==> src/rtl/switch_debouncer.sv <==
// switch_debouncer: 2-flop synchroniser plus independent per-bit debounce of the slide switches, with a change-event port.
// Latency: a stable raw change reaches sw_clean (and evt_valid/evt_data) 2+DEBOUNCE_CYCLES clk edges later.
// Backpressure: evt_ready low holds the snapshot; further changes merge (latest value wins), a second unsent change sets sticky evt_overrun.
// Build option SWIN_EDGE_PULSE_EN adds registered one-cycle sw_rise/sw_fall pulses.
module switch_debouncer #(
    parameter int WIDTH           = 10,
    parameter int DEBOUNCE_CYCLES = 500000,
    parameter int CNT_W           = $clog2(DEBOUNCE_CYCLES + 1)
) (
    input  logic             clk,
    input  logic             rst_n,
    input  logic [WIDTH-1:0] sw_raw,
    output logic [WIDTH-1:0] sw_clean,
    output logic             evt_valid,
    input  logic             evt_ready,
    output logic [WIDTH-1:0] evt_data,
    output logic             evt_overrun
`ifdef SWIN_EDGE_PULSE_EN
    ,
    output logic [WIDTH-1:0] sw_rise,
    output logic [WIDTH-1:0] sw_fall
`endif
);

    localparam logic [CNT_W-1:0] CNT_LAST = CNT_W'(DEBOUNCE_CYCLES - 1);
    localparam logic [CNT_W-1:0] CNT_ONE  = CNT_W'(1);

    typedef enum logic {
        IDLE = 1'b0,
        HOLD = 1'b1
    } evt_state_t;

    // ------------------------------------------------------------------
    // Two-flop synchroniser; sw_raw is asynchronous to clk.
    // ------------------------------------------------------------------
    logic [WIDTH-1:0] sync_q1;
    logic [WIDTH-1:0] sync_q2;

    always_ff @(posedge clk or negedge rst_n) begin
        if (!rst_n) begin
            sync_q1 <= '0;
            sync_q2 <= '0;
        end else begin
            sync_q1 <= sw_raw;
            sync_q2 <= sync_q1;
        end
    end

    // ------------------------------------------------------------------
    // Per-bit debounce: a mismatch must persist DEBOUNCE_CYCLES edges.
    // ------------------------------------------------------------------
    logic [CNT_W-1:0] cnt_q [WIDTH];
    logic [CNT_W-1:0] cnt_d [WIDTH];
    logic [WIDTH-1:0] clean_d;
    logic             chg;

    always_comb begin
        clean_d = sw_clean;
        for (int i = 0; i < WIDTH; i++) begin
            cnt_d[i] = '0;
            if (sync_q2[i] != sw_clean[i]) begin
                if (cnt_q[i] == CNT_LAST) begin
                    clean_d[i] = sync_q2[i];
                end else begin
                    cnt_d[i] = cnt_q[i] + CNT_ONE;
                end
            end
        end
    end

    assign chg = |(clean_d ^ sw_clean);

    always_ff @(posedge clk or negedge rst_n) begin
        if (!rst_n) begin
            for (int i = 0; i < WIDTH; i++) begin
                cnt_q[i] <= '0;
            end
            sw_clean <= '0;
        end else begin
            for (int i = 0; i < WIDTH; i++) begin
                cnt_q[i] <= cnt_d[i];
            end
            sw_clean <= clean_d;
        end
    end

    // ------------------------------------------------------------------
    // Change-event FSM.
    // ------------------------------------------------------------------
    evt_state_t       state_q;
    evt_state_t       state_d;
    logic             pend_q;
    logic             pend_d;
    logic [WIDTH-1:0] data_d;
    logic             ovr_d;
    logic             hs;

    assign evt_valid = (state_q == HOLD);
    assign hs        = evt_valid & evt_ready;

    always_ff @(posedge clk or negedge rst_n) begin
        if (!rst_n) begin
            state_q     <= IDLE;
            pend_q      <= 1'b0;
            evt_data    <= '0;
            evt_overrun <= 1'b0;
        end else begin
            state_q     <= state_d;
            pend_q      <= pend_d;
            evt_data    <= data_d;
            evt_overrun <= ovr_d;
        end
    end

    // clean_d equals sw_clean when nothing changes, so it serves as both
    // the "new" and the "current" snapshot on a merged handshake.
    always_comb begin
        state_d = state_q;
        pend_d  = pend_q;
        data_d  = evt_data;
        ovr_d   = evt_overrun;
        case (state_q)
            IDLE: begin
                if (chg) begin
                    data_d  = clean_d;
                    state_d = HOLD;
                end
            end
            HOLD: begin
                if (hs) begin
                    if (pend_q || chg) begin
                        data_d = clean_d;
                        pend_d = 1'b0;
                    end else begin
                        state_d = IDLE;
                    end
                end else if (chg) begin
                    pend_d = 1'b1;
                    if (pend_q) begin
                        ovr_d = 1'b1;
                    end
                end
            end
            default: begin
                state_d = IDLE;
                pend_d  = 1'b0;
            end
        endcase
    end

`ifdef SWIN_EDGE_PULSE_EN
    // Pulses land on the same edge as the sw_clean update they describe.
    always_ff @(posedge clk or negedge rst_n) begin
        if (!rst_n) begin
            sw_rise <= '0;
            sw_fall <= '0;
        end else begin
            sw_rise <= clean_d & ~sw_clean;
            sw_fall <= ~clean_d & sw_clean;
        end
    end
`endif

endmodule
==> config.mk <==
export PLATFORM = sky130hd
export DESIGN_NAME = switch_debouncer
export DESIGN_NICKNAME = d
export VERILOG_FILES = /design/src/rtl/switch_debouncer.sv
export SDC_FILE = /design/constraint.sdc
export NUM_CORES = 1
export LEC_CHECK = 0
export CAP_MARGIN = 10
export CORE_MARGIN = 8
export CORE_UTILIZATION = 55
export CTS_BUF_LIST = sky130_fd_sc_hd__clkbuf_16
export DETAILED_ROUTE_END_ITERATION = 8
export PLACE_DENSITY = 0.7
export RECOVER_POWER = 100
export SKIP_LAST_GASP = 1
export SYNTH_ARGS = -nofsm -noshare
export SYNTH_HDL_FRONTEND = slang
export SYNTH_SLANG_ARGS = --single-unit
==> constraint.sdc <==
create_clock -name clk -period 6.1 [get_ports clk]
set_input_delay 1.22 -clock clk [delete_from_list [all_inputs] [get_ports clk]]
set_output_delay 1.22 -clock clk [all_outputs]
set_load 0.005 [all_outputs]
==> flow_summary.yaml <==
status:
  outcome: "finished with violations"
  violations: "capacitance limit, slew limit"
cts:
  clk_pin_slew_ns: 0.06
  htreeDepth: 1
  clock_path_buffers: 3
  clkLatencyLatePin_ns: 0.52
  cts_setup_buffers: 0
  cts_tree: "done"
  cts_buffers: 26
  numClockSinks: 233
  cts_hold_buf: 0
  cts-root-buf: "clkbuf_16"
  postCtsResizedCells: 0
timing:
  finalCritPeriodShare_pct: 57.8
  rsz0062_at_grt: "false"
  hold_viol: 0
  setup_viol: 0
  fmax_mhz: 284
  tns_ns: 0
  finalWorstSetupSlack_ns: 2.58
  fin_crit_ns: 3.52
  fin_skew_ns: 0.0152
  worst_slew_pin_slew_ns: 2.63
  slew_viol_final: 128
  slew_headroom_pct: -75.1
die:
  floorplan.initialDensity_pct: 56.1
  die_y_um: 157
  fp.dieW_um: 157
  pin_count: 35
  rows: 51
  core_mm2: 0.0195
  die-area_mm2: 0.0247
critical_path:
  r2r_start: "cnt_q[133]"
  crit_chain: "ha_1 > and3_1 > and3_1 > a2bb2o_1 > nor3b_1 > nor4b_1 > a2111oi_2"
  worstSetupPathType: "reg -> reg"
  max_stage_delay_ns: 1.51
  reg2reg_to: "evt_data[4]"
  cp_max_fo: 20
  crit_slowest_cell: "nor3b_1"
  crit_arrival_ns: 3.90
  startpoint_type: "flip-flop"
  r2r_slack_ns: 2.58
  worstRegToRegCells: 7
  setup.worst_path.end_class: "flip-flop"
  cp_common_cell: "and3_1"
  critPathRequiredTime_ns: 6.48
placement:
  io_buffers: 34
  place_hpwl_um: 13500
  pre_cts_ws_ns: 3.04
  place_area_mm2: 0.0115
  place_congestion: 0.822
finish:
  final_core_util_pct: 63.2
  final_nets: 1154
  final_layout_size_suffix_gt1_share_pct: 5.07
  final_cell_area_mm2: 0.0123
  synthToLayoutAreaGrowth_pct: 12.8
  fillers: 1630
  n_antenna_cell: 0
logic_synthesis:
  synth_compound_area_share_pct: 3.35
  synth_fa_ha_area_share_pct: 1.14
  synthCells: 1091
  ys_warn_count: 0
  synth_top_family_by_area: "simple AND/OR/NAND/NOR gates"
  syn_nets: 1114
  synth_mux_area_share_pct: 1.03
  synth_area_mm2: 0.0109
  yosysSeqAreaShare_pct: 53.3
  netlist-cell-type-count: 43
  synth_ff_type: "dfrtp_1"
  synth_edf_count: 0
  synth-xor-area-share_pct: 13.2
  synthArstFlopShare_pct: 100
  syn_area_per_cell_um2: 10.0
  synth-simple-area-share_pct: 25.8
  ys_seq_elements: 233
global_route:
  grt-ovfl-total: 0
  grtUsageMet2_pct: 28.4
  grt_pass1_wl_um: 35700
  use_met3_pct: 3.40
  first_global_vias: 7528
  grt_busiest_layer: "met2"
  grt.total_usage_pct: 17.4
  grt_use_met1_pct: 23.3
  grt_max_degree: 107
  grt_antenna_before_repair: 0
pwr:
  power_mw: 3.19
  leakage_nw: 5.40
  power.density_mw_per_mm2: 259
  peakVddDrop_mv: 0.257
routing:
  vias: 7612
  routedWlPerCell_um: 14.5
  detail-route-antenna-nets: 0
  vias_per_cell: 5.40
  firstDrtPassIters: 4
  drt-initial-drc-count: 320
  drc: 0
  wl_um: 20500
hold_path:
  hold_end: "sync_q2[7]"
  min_from: "sync_q1[7]"
  hold_path_depth: 0
  hold_class: "reg -> reg"
job:
  max_cap_viol_count: 2
placed cells by master, fill, tap and decap left out, types with 12 or more instances in the layout:
cell type,n
clkbuf_16,27
nand3_1,61
dlygate4sd3_1,32
nand4_1,37
nor2_1,230
dfrtp_1,233
o21ai_0,16
and3_1,29
nor4b_1,13
xor2_1,88
nor4_1,12
inv_1,40
nor3_1,24
and4_1,16
a21oi_1,16
or3_1,17
xnor2_1,77
nand2_1,70
stage by stage:
| step | std cells | hold WS, ns |
|---|---|---|
| after floorplan | 1091 | 0.331 |
| after global placement | 1368 | 0.331 |
| after detailed placement | 1368 | 0.336 |
| after CTS | 1410 | 0.349 |
| after global routing | 1410 | 0.357 |
| final | 1410 | 0.346 |
worst max-delay path by stage:
stage                     startpoint           to  slack, ns  cells after the start
final                     cnt_q[133]  evt_data[4]       2.58                      7
after global placement     evt_ready  evt_data[2]       3.03                      4
after CTS                 cnt_q[133]  evt_data[0]       3.23                      7
after global routing           rst_n   cnt_q[167]       2.05                      2
after detailed placement   evt_ready  evt_data[6]       3.04                      4
after floorplan            cnt_q[50]  evt_data[0]       3.75                      7
state kept, by name, summed over array words and instances (netlist names):
signal	count
sync_q1	10
evt_overrun	1
evt_valid	1
cnt_q	190
pend_q	1
sync_q2	10
evt_data	10
sw_clean	10
kinds of logic after synthesis:
group,count (synthesis)
and+or+nand+nor,562
muxes,10
adders and majority gates,10
AOI/OAI and AO/OA,48
xor gates and xnor gates,165
buffers and inverters,63
DFF,233
synth_stat cells (6+ instances only):
master / number / area [um^2]
dfrtp_1: 233 / 5830
nor2_1: 230 / 863
xor2_1: 88 / 771
xnor2_1: 77 / 674
nand2_1: 70 / 263
nand3_1: 61 / 305
inv_1: 37 / 139
nand4_1: 37 / 231
and3_1: 29 / 181
nor3_1: 24 / 120
clkbuf_1: 21 / 78.8
or3_1: 17 / 106
a21oi_1: 16 / 80.1
and4_1: 16 / 140
o21ai_0: 16 / 80.1
nor4b_1: 13 / 114
nor4_1: 12 / 75.1
a2111oi_2: 10 / 150
ha_1: 10 / 125
mux2_2: 10 / 113
or2_2: 9 / 56.3
nand2b_1: 6 / 37.5
nand4b_1: 6 / 52.6
power by group:
| group | total [mW] | internal, mW | switching, mW |
|---|---|---|---|
| sequential | 1.59 | 1.57 | 0.0179 |
| combinational | 0.0889 | 0.0247 | 0.0643 |
| clock | 1.51 | 0.917 | 0.598 |
cell type report:
cell class                      instances  area, um^2  area share (%)
Clock buffer                           27         676            5.47
Inverter                               37         139            1.13
Multi-Input combinational cell        795        4860            39.3
Sequential cell                       233        5830            47.2
Tap cell                              265         332            2.69
Clock inverter                         15         145            1.18
Timing Repair Buffer                   38         365            2.96
per-layer routing:
layer	part of all wire, %	up-vias
met2	46	83
met4	2.5	0
met5	0	-
li1	-	3779
met3	4.1	42
met1	48	3708
worst max-delay path, delay by kind of cell (launching register included):
family                   cells  cell delay, ns
AND/OR/NAND/NOR              4            2.37
adder cells (fa/ha/maj)      1            0.24
flip-flops                   1            0.39
AO/OA/AOI/OAI                2            0.37
Power figures use the tool's default switching activity.
